**src/rtl/serial_add_ctrl_pkg.sv**
```systemverilog
// Shared definitions for the bit-serial adder controller.
//   - DEFAULT_WIDTH : operand width used when the parent does not override it
//   - ST_*          : raw 2-bit state codes; the fourth code (2'd3) is unused
//   - state_e       : enumerated view of the state register
//   - decode_state  : maps a raw state code onto state_e, folding 2'd3 into IDLE
package serial_add_ctrl_pkg;

    localparam int DEFAULT_WIDTH = 8;

    localparam logic [1:0] ST_IDLE = 2'd0;
    localparam logic [1:0] ST_RUN  = 2'd1;
    localparam logic [1:0] ST_DONE = 2'd2;

    typedef enum logic [1:0] {
        S_IDLE = ST_IDLE,
        S_RUN  = ST_RUN,
        S_DONE = ST_DONE
    } state_e;

    // The unused code is treated as IDLE so a corrupted state register
    // recovers on its own instead of locking the controller up.
    function automatic state_e decode_state(input logic [1:0] raw);
        case (raw)
            ST_RUN:  return S_RUN;
            ST_DONE: return S_DONE;
            default: return S_IDLE;
        endcase
    endfunction

endpackage

```
**src/rtl/serial_add_ctrl_full_adder_cell.sv**
```systemverilog
// One-bit adder cells used by the serial adder.
//   half_adder      : a, b -> s (sum), c (carry)
//   full_adder_cell : a, b, cin -> s (sum), cout (carry)
// Both are purely combinational.
module half_adder (
    input  logic a,
    input  logic b,
    output logic s,
    output logic c
);
    assign s = a ^ b;
    assign c = a & b;
endmodule

module full_adder_cell (
    input  logic a,
    input  logic b,
    input  logic cin,
    output logic s,
    output logic cout
);
    logic s0;
    logic c0;
    logic c1;

    half_adder u_ha0 (.a(a),  .b(b),   .s(s0), .c(c0));
    half_adder u_ha1 (.a(s0), .b(cin), .s(s),  .c(c1));

    // The two half-adder carries can never both be 1, so OR is the majority.
    assign cout = c0 | c1;
endmodule

```
**src/rtl/serial_add_ctrl.sv**
```systemverilog
// Bit-serial adder controller: adds two WIDTH-bit operands LSB first using
// a single full-adder cell over WIDTH cycles.
// Ports:
//   clk       in   rising-edge clock
//   rst       in   asynchronous active-high reset
//   start     in   request pulse, only honoured in IDLE
//   a, b      in   operands, captured when start is accepted
//   busy      out  high while the addition is running
//   done      out  one-cycle pulse when sum/carry_out are updated
//   sum       out  registered result, held until the next completion
//   carry_out out  registered final carry, held until the next completion
module serial_add_ctrl
    import serial_add_ctrl_pkg::*;
#(
    parameter int WIDTH = DEFAULT_WIDTH
) (
    input  logic             clk,
    input  logic             rst,
    input  logic             start,
    input  logic [WIDTH-1:0] a,
    input  logic [WIDTH-1:0] b,
    output logic             busy,
    output logic             done,
    output logic [WIDTH-1:0] sum,
    output logic             carry_out
);

    localparam int CNT_W = (WIDTH > 1) ? $clog2(WIDTH) : 1;
    localparam logic [CNT_W-1:0] CNT_LAST = CNT_W'(WIDTH - 1);

    logic [1:0]       state_q,  state_d;
    logic [WIDTH-1:0] sa_q,     sa_d;
    logic [WIDTH-1:0] sb_q,     sb_d;
    logic [WIDTH-1:0] acc_q,    acc_d;
    logic             carry_q,  carry_d;
    logic [CNT_W-1:0] cnt_q,    cnt_d;
    logic             busy_q,   busy_d;
    logic             done_q,   done_d;
    logic [WIDTH-1:0] sum_q,    sum_d;
    logic             cout_q,   cout_d;

    logic fa_s;
    logic fa_co;

    full_adder_cell u_fa (
        .a    (sa_q[0]),
        .b    (sb_q[0]),
        .cin  (carry_q),
        .s    (fa_s),
        .cout (fa_co)
    );

    always_comb begin
        state_d = state_q;
        sa_d    = sa_q;
        sb_d    = sb_q;
        acc_d   = acc_q;
        carry_d = carry_q;
        cnt_d   = cnt_q;
        busy_d  = 1'b0;
        done_d  = 1'b0;
        sum_d   = sum_q;
        cout_d  = cout_q;

        case (decode_state(state_q))
            S_RUN: begin
                sa_d    = sa_q >> 1;
                sb_d    = sb_q >> 1;
                // Sum bits enter at the MSB so that after WIDTH shifts the
                // first (LSB) result bit has arrived at position 0.
                acc_d   = {fa_s, acc_q[WIDTH-1:1]};
                carry_d = fa_co;
                cnt_d   = cnt_q + CNT_W'(1);
                if (cnt_q == CNT_LAST) begin
                    sum_d   = {fa_s, acc_q[WIDTH-1:1]};
                    cout_d  = fa_co;
                    done_d  = 1'b1;
                    cnt_d   = '0;
                    state_d = ST_DONE;
                end else begin
                    busy_d  = 1'b1;
                    state_d = ST_RUN;
                end
            end

            S_DONE: begin
                state_d = ST_IDLE;
            end

            default: begin
                // Also normalises the unused code back to IDLE.
                state_d = ST_IDLE;
                if (start) begin
                    sa_d    = a;
                    sb_d    = b;
                    acc_d   = '0;
                    carry_d = 1'b0;
                    cnt_d   = '0;
                    busy_d  = 1'b1;
                    state_d = ST_RUN;
                end
            end
        endcase
    end

    always_ff @(posedge clk or posedge rst) begin
        if (rst) begin
            state_q <= ST_IDLE;
            sa_q    <= '0;
            sb_q    <= '0;
            acc_q   <= '0;
            carry_q <= 1'b0;
            cnt_q   <= '0;
            busy_q  <= 1'b0;
            done_q  <= 1'b0;
            sum_q   <= '0;
            cout_q  <= 1'b0;
        end else begin
            state_q <= state_d;
            sa_q    <= sa_d;
            sb_q    <= sb_d;
            acc_q   <= acc_d;
            carry_q <= carry_d;
            cnt_q   <= cnt_d;
            busy_q  <= busy_d;
            done_q  <= done_d;
            sum_q   <= sum_d;
            cout_q  <= cout_d;
        end
    end

    assign busy      = busy_q;
    assign done      = done_q;
    assign sum       = sum_q;
    assign carry_out = cout_q;

endmodule
```
**config.mk**
```make
export PLATFORM = sky130hd
export DESIGN_NAME = serial_add_ctrl
export DESIGN_NICKNAME = d
export VERILOG_FILES = /design/src/rtl/serial_add_ctrl_pkg.sv /design/src/rtl/serial_add_ctrl_full_adder_cell.sv /design/src/rtl/serial_add_ctrl.sv
export SDC_FILE = /design/constraint.sdc
export NUM_CORES = 1
export LEC_CHECK = 0
export ABC_CLOCK_PERIOD_IN_PS = 2800
export CAP_MARGIN = 20
export CELL_PAD_IN_SITES_DETAIL_PLACEMENT = 1
export CELL_PAD_IN_SITES_GLOBAL_PLACEMENT = 2
export CORE_MARGIN = 2
export CORE_UTILIZATION = 33
export CTS_CLUSTER_DIAMETER = 100
export DETAILED_ROUTE_END_ITERATION = 7
export HOLD_SLACK_MARGIN = 0.05
export PLACE_DENSITY = 0.82
export SLEW_MARGIN = 20
export SYNTH_ARGS = -nofsm -noshare
export SYNTH_HDL_FRONTEND = slang
export SYNTH_HIERARCHICAL = 1
export SYNTH_SLANG_ARGS = --single-unit
```
**constraint.sdc**
```tcl
create_clock -name clk -period 2.8 [get_ports clk]
set_input_delay 0.28 -clock clk [delete_from_list [all_inputs] [get_ports clk]]
set_output_delay 0.28 -clock clk [all_outputs]
set_load 0.005 [all_outputs]
```
# Yosys cells after proc, flatten, opt, wreduce, memory -nomap -nowiden
# Index checks and enable logic that the tools add are counted.
# classes
add_sub_neg	1
n_bitwise	6
eq_ne	5
reduce_logical	3
n_mux	20
# ops
cell	count
$pmux W8 S2	3
$mux W8	3
$pmux W2 S2	2
$mux W1	6
$mux W3	2
$pmux W3 S2	1
$eq A2 B1 Y1 const B	2
$eq A2 B2 Y1 const B	2
$pmux W1 S2	2
$reduce_and A2 Y1	2
$add A3 B1 Y3 const B	1
$eq A3 B3 Y1 const B	1
$and A1 B1 Y1	2
$mux W2	1
$reduce_bool A2 Y1	1
$xor A1 B1 Y1	2
$not A1 Y1	1
$or A1 B1 Y1	1
# word_totals
word_cells	45
in_bits	19
regBits	41

# Logic depth before layout (Yosys ltp)
# logic_depth
word_depth	5
mapped_depth	6
ltp_nobuf	4

# Hierarchy
# The synthesis kept the hierarchy.
# by_module_without_submodules
module	cells_per_inst	area_each_um2	instances
serial_add_ctrl	119	1811.7	1
half_adder	1	12.5	2
full_adder_cell	1	6.3	1

# Least setup slack after synthesis
# Ideal clock, no wire load.
# synth_timing
path_kind	register to register
start	reg state_q[0]
end	reg sa_q[0]
path_buffers	2
path_slack_ns	1.310
t_arrival_ns	1.365
path_stages_with_launch	6
cell_sequence	dfrtp_1 > ha_1 > o21bai_1 > buf_6 > buf_12 > mux2_4
# synth_via
elab_chain_len	5
elab_cells_between_ends	9
cone_classes	eq/ne: 4; mux: 2; bitwise: 1; reduce/logical: 2
# synth_rtl
item	line	rtl
start, declared	serial_add_ctrl.sv:31	logic [1:0] state_q, state_d;
start signal, assigned	serial_add_ctrl.sv:119	state_q <= state_d;
$eq A2 B2 Y1 / $eq A2 B1 Y1 (equally long branches)	serial_add_ctrl_pkg.sv:23	case (raw)
$pmux W2 S2 *	serial_add_ctrl_pkg.sv:23	
$eq A2 B1 Y1 / $eq A2 B2 Y1 (equally long branches)	serial_add_ctrl.sv:65	case (decode_state(state_q))
$reduce_bool A2 Y1 (no line) / $not A1 Y1 (equally long branches)	--	
$reduce_and A2 Y1 (no line)	--	
end signal, assigned	serial_add_ctrl.sv:109	sa_q <= '0;
end signal, assigned	serial_add_ctrl.sv:120	sa_q <= sa_d;
end, declared	serial_add_ctrl.sv:32	logic [WIDTH-1:0] sa_q, sa_d;
# Mark *: on every way between the ends. The rest lies on a longest branch, timed or not.
# A chain may end at the register's enable or synchronous reset.

# Final worst setup path
# layout_timing
start	reg state_q[0]
end	reg sa_q[6]
# The elaborated chain is that of the path after synthesis.

==> run_results.csv <==
group,metric,value,unit
run_status,status,"completed",
synth,ys_seq_elements,39,
placement,port_buffers,29,
timing,rsz0062_at_grt,"no",
detailed_routing,first_pass_iters,3,
cts,cts_hold_buf,0,
setup_path,reg2regPathDepth,4,
detailed_routing,dr.first_iter.drc_count,55,
setup_path,r2r_end,"sa_q[6]$_DFFE_PP0P_",
detailed_routing,drtAntennaViolNets,0,
grt,grt_pass1_vias,1192,
cts,clock_path_buffers,2,
floorplan,core_area,5440,µm²
timing,finalHoldViolations,0,
timing,fin_crit_sh,0.600,
cts,clk_latency,0.29,ns
synth,synth-edff-count,0,
setup_path,cp_max_fo,27,
floorplan,ioPinCount,30,
setup_path,critPathArrivalTime,1.86,ns
synth,ys_seq_area_frac,0.530,
setup_path,critPathKind,"register to register",
final_layout,final_layout_size_suffix_gt1_frac,0.310,
cts,h-tree-depth,2,
synth,synthFlopType,"dfrtp_1",
synth,synthCells,122,
cts,postCtsSetupBuffers,0,
placement,place_congestion,0.749,
grt,grt_pass1_wl,5.91,mm
grt,grtUsageTotal,0.125,
setup_path,required,2.98,ns
setup_path,crit_end,"sa_q[6]$_DFFE_PP0P_",
timing,report.final.slew_viol_count,0,
min_path,hp-class,"primary input to async pin",
synth,syn_nets,148,
synth,avgSynthCellArea,15.1,µm²
timing,setup_violations,0,
synth,netlist_area,1840,µm²
pwr,cellPowerDensity,916,nW/µm²
setup_path,reg2reg_setup_slack,1.12,ns
detailed_routing,wirelength,3.39,mm
grt,grt_start_max_net_pins,40,
floorplan,initial_utilization,0.339,
pwr,leakagePower,1.09,nW
synth,async_flop_share,1.00,
setup_path,crit_start,"state_q[0]$_DFF_PP0_",
detailed_routing,drt-vias-per-instance,4.64,
cts,cts_sinks,39,
setup_path,r2r_start,"state_q[0]$_DFF_PP0_",
cts,path_clk_slew,0.08,ns
final_layout,fin_nets,180,
cts,cts_resized,0,
placement,dp_hpwl,2.47,mm
job,cap_violations,0,
setup_path,end_kind,"register",
grt,grt.overflow.total,0,
floorplan,die_h,78.7,µm
timing,post-route-min-period,1.68,ns
final_layout,syn2layout_area_growth,24.6,%
timing,worst_pin_slew,0.493,ns
timing,fmax,595,MHz
floorplan,dieArea,6200,µm²
final_layout,final_util,0.422,
setup_path,start_kind,"register",
detailed_routing,wl_per_cell,14.9,µm
floorplan,die_w,78.7,µm
grt,antenna_found_initial,0,
synth,synth_cell_types,22,
floorplan,num_rows,27,
pwr,ir_drop,0.317,mV
cts,cts_tree,"built",
cts,cts_buffers,5,
synth,yosysWarnings,6,
detailed_routing,vias,1054,
detailed_routing,drc,0,
timing,slew_headroom,0.671,
cts,clock-root-buffer,"clkbuf_8",
timing,setup_tns,0,ns
final_layout,antennaDiodeCount,0,
timing,clock_skew,0.00447,ns
## critical path, cell delays in order, from the launching register on
cell and delay [ns]:
dfrtp_1 0.42, ha_1 0.25, o21bai_2 0.13, buf_4 0.37, mux2_2 0.38
## per-layer routing
layer  global-route usage  wire length [µm]
met4               0.0421                47
met1                0.144              1420
met2                0.222              1760
met5                    0                 0
met3               0.0375               155
## worst min-delay path by stage
stage	endpoint	cells after the start
global route	sum[0]$_DFFE_PP0P_	3
CTS	done$_DFF_PP0_	3
finish	done$_DFF_PP0_	3
detailed placement	sum[4]$_DFFE_PP0P_	1
floorplan	state_q[0]$_DFF_PP0_	2
global placement	sum[7]$_DFFE_PP0P_	1
## layout make-up
class	instances	area, µm²
Clock buffer	6	82.6
Clock inverter	2	35.0
Fill cell	569	3140
Inverter	6	22.5
Multi-Input combinational cell	70	778
Sequential cell	39	976
Tap cell	72	90.1
Timing Repair Buffer	32	313
## flip-flops by register name (all words and copies together), names as in the netlist
name / cells
sa_q: 8
sb_q: 8
sum: 8
acc_q: 7
cnt_q: 3
state_q: 2
carry_out: 1
carry_q: 1
done: 1
## stage by stage
step	setup slack [ns]	instance area (µm²)	hold slack [ns]	total power, W	instances
after floorplan	1.31	1840	0.397	0.00149	122
after global placement	1.10	2180	0.488	0.00158	219
after detailed placement	1.07	2180	0.494	0.00164	219
after CTS	1.10	2300	0.443	0.00214	227
after global routing	1.02	2300	0.493	0.00225	227
final	1.12	2300	0.428	0.00211	227
## cell usage after synthesis, types with 2 or more instances
library cell | n | area [µm²]
mux2_2 | 16 | 180
a22o_1 | 8 | 70.1
nand2_1 | 4 | 15.0
mux2i_1 | 2 | 20.0
mux2_4 | 20 | 300
mux2_1 | 4 | 45.0
inv_1 | 6 | 22.5
ha_1 | 7 | 87.6
dfrtp_1 | 39 | 976
buf_6 | 3 | 33.8
nor2b_1 | 2 | 12.5
## kinds of logic (layout without fill, tap and decap cells)
group | Yosys count | after routing | synth area share
mux | 42 | 42 | 0.296
fa+ha+maj | 7 | 7 | 0.0475
buf+inv | 13 | 46 | 0.0502
simple gates | 11 | 11 | 0.0319
flops | 39 | 39 | 0.530
compound gates | 10 | 10 | 0.0448
## power breakdown
group          switching [W]  internal, W
Combinational       0.000292     0.000472
Sequential          0.000118     0.000742
Clock               0.000193     0.000288
## layout by cell type (no fill, tap or decap)
master	Yosys	routed
mux2i_1	2	2
dfrtp_1	39	39
nor3b_1	1	1
mux2_2	16	16
nand2_1	4	4
or2_1	1	1
nor2b_1	2	2
and2b_1	1	1
ha_1	7	7
inv_1	6	6
o21bai_2	0	1
clkdlybuf4s50_1	0	29
bufinv_16	0	1
clkinv_2	0	1
o21ai_0	1	1
clkbuf_8	0	6
nand2b_1	1	1
mux2_1	4	4
buf_4	1	3
a22o_1	8	8
mux2_4	20	20
nor2_1	1	1
No activity file was read; power rests on OpenSTA's default activity.
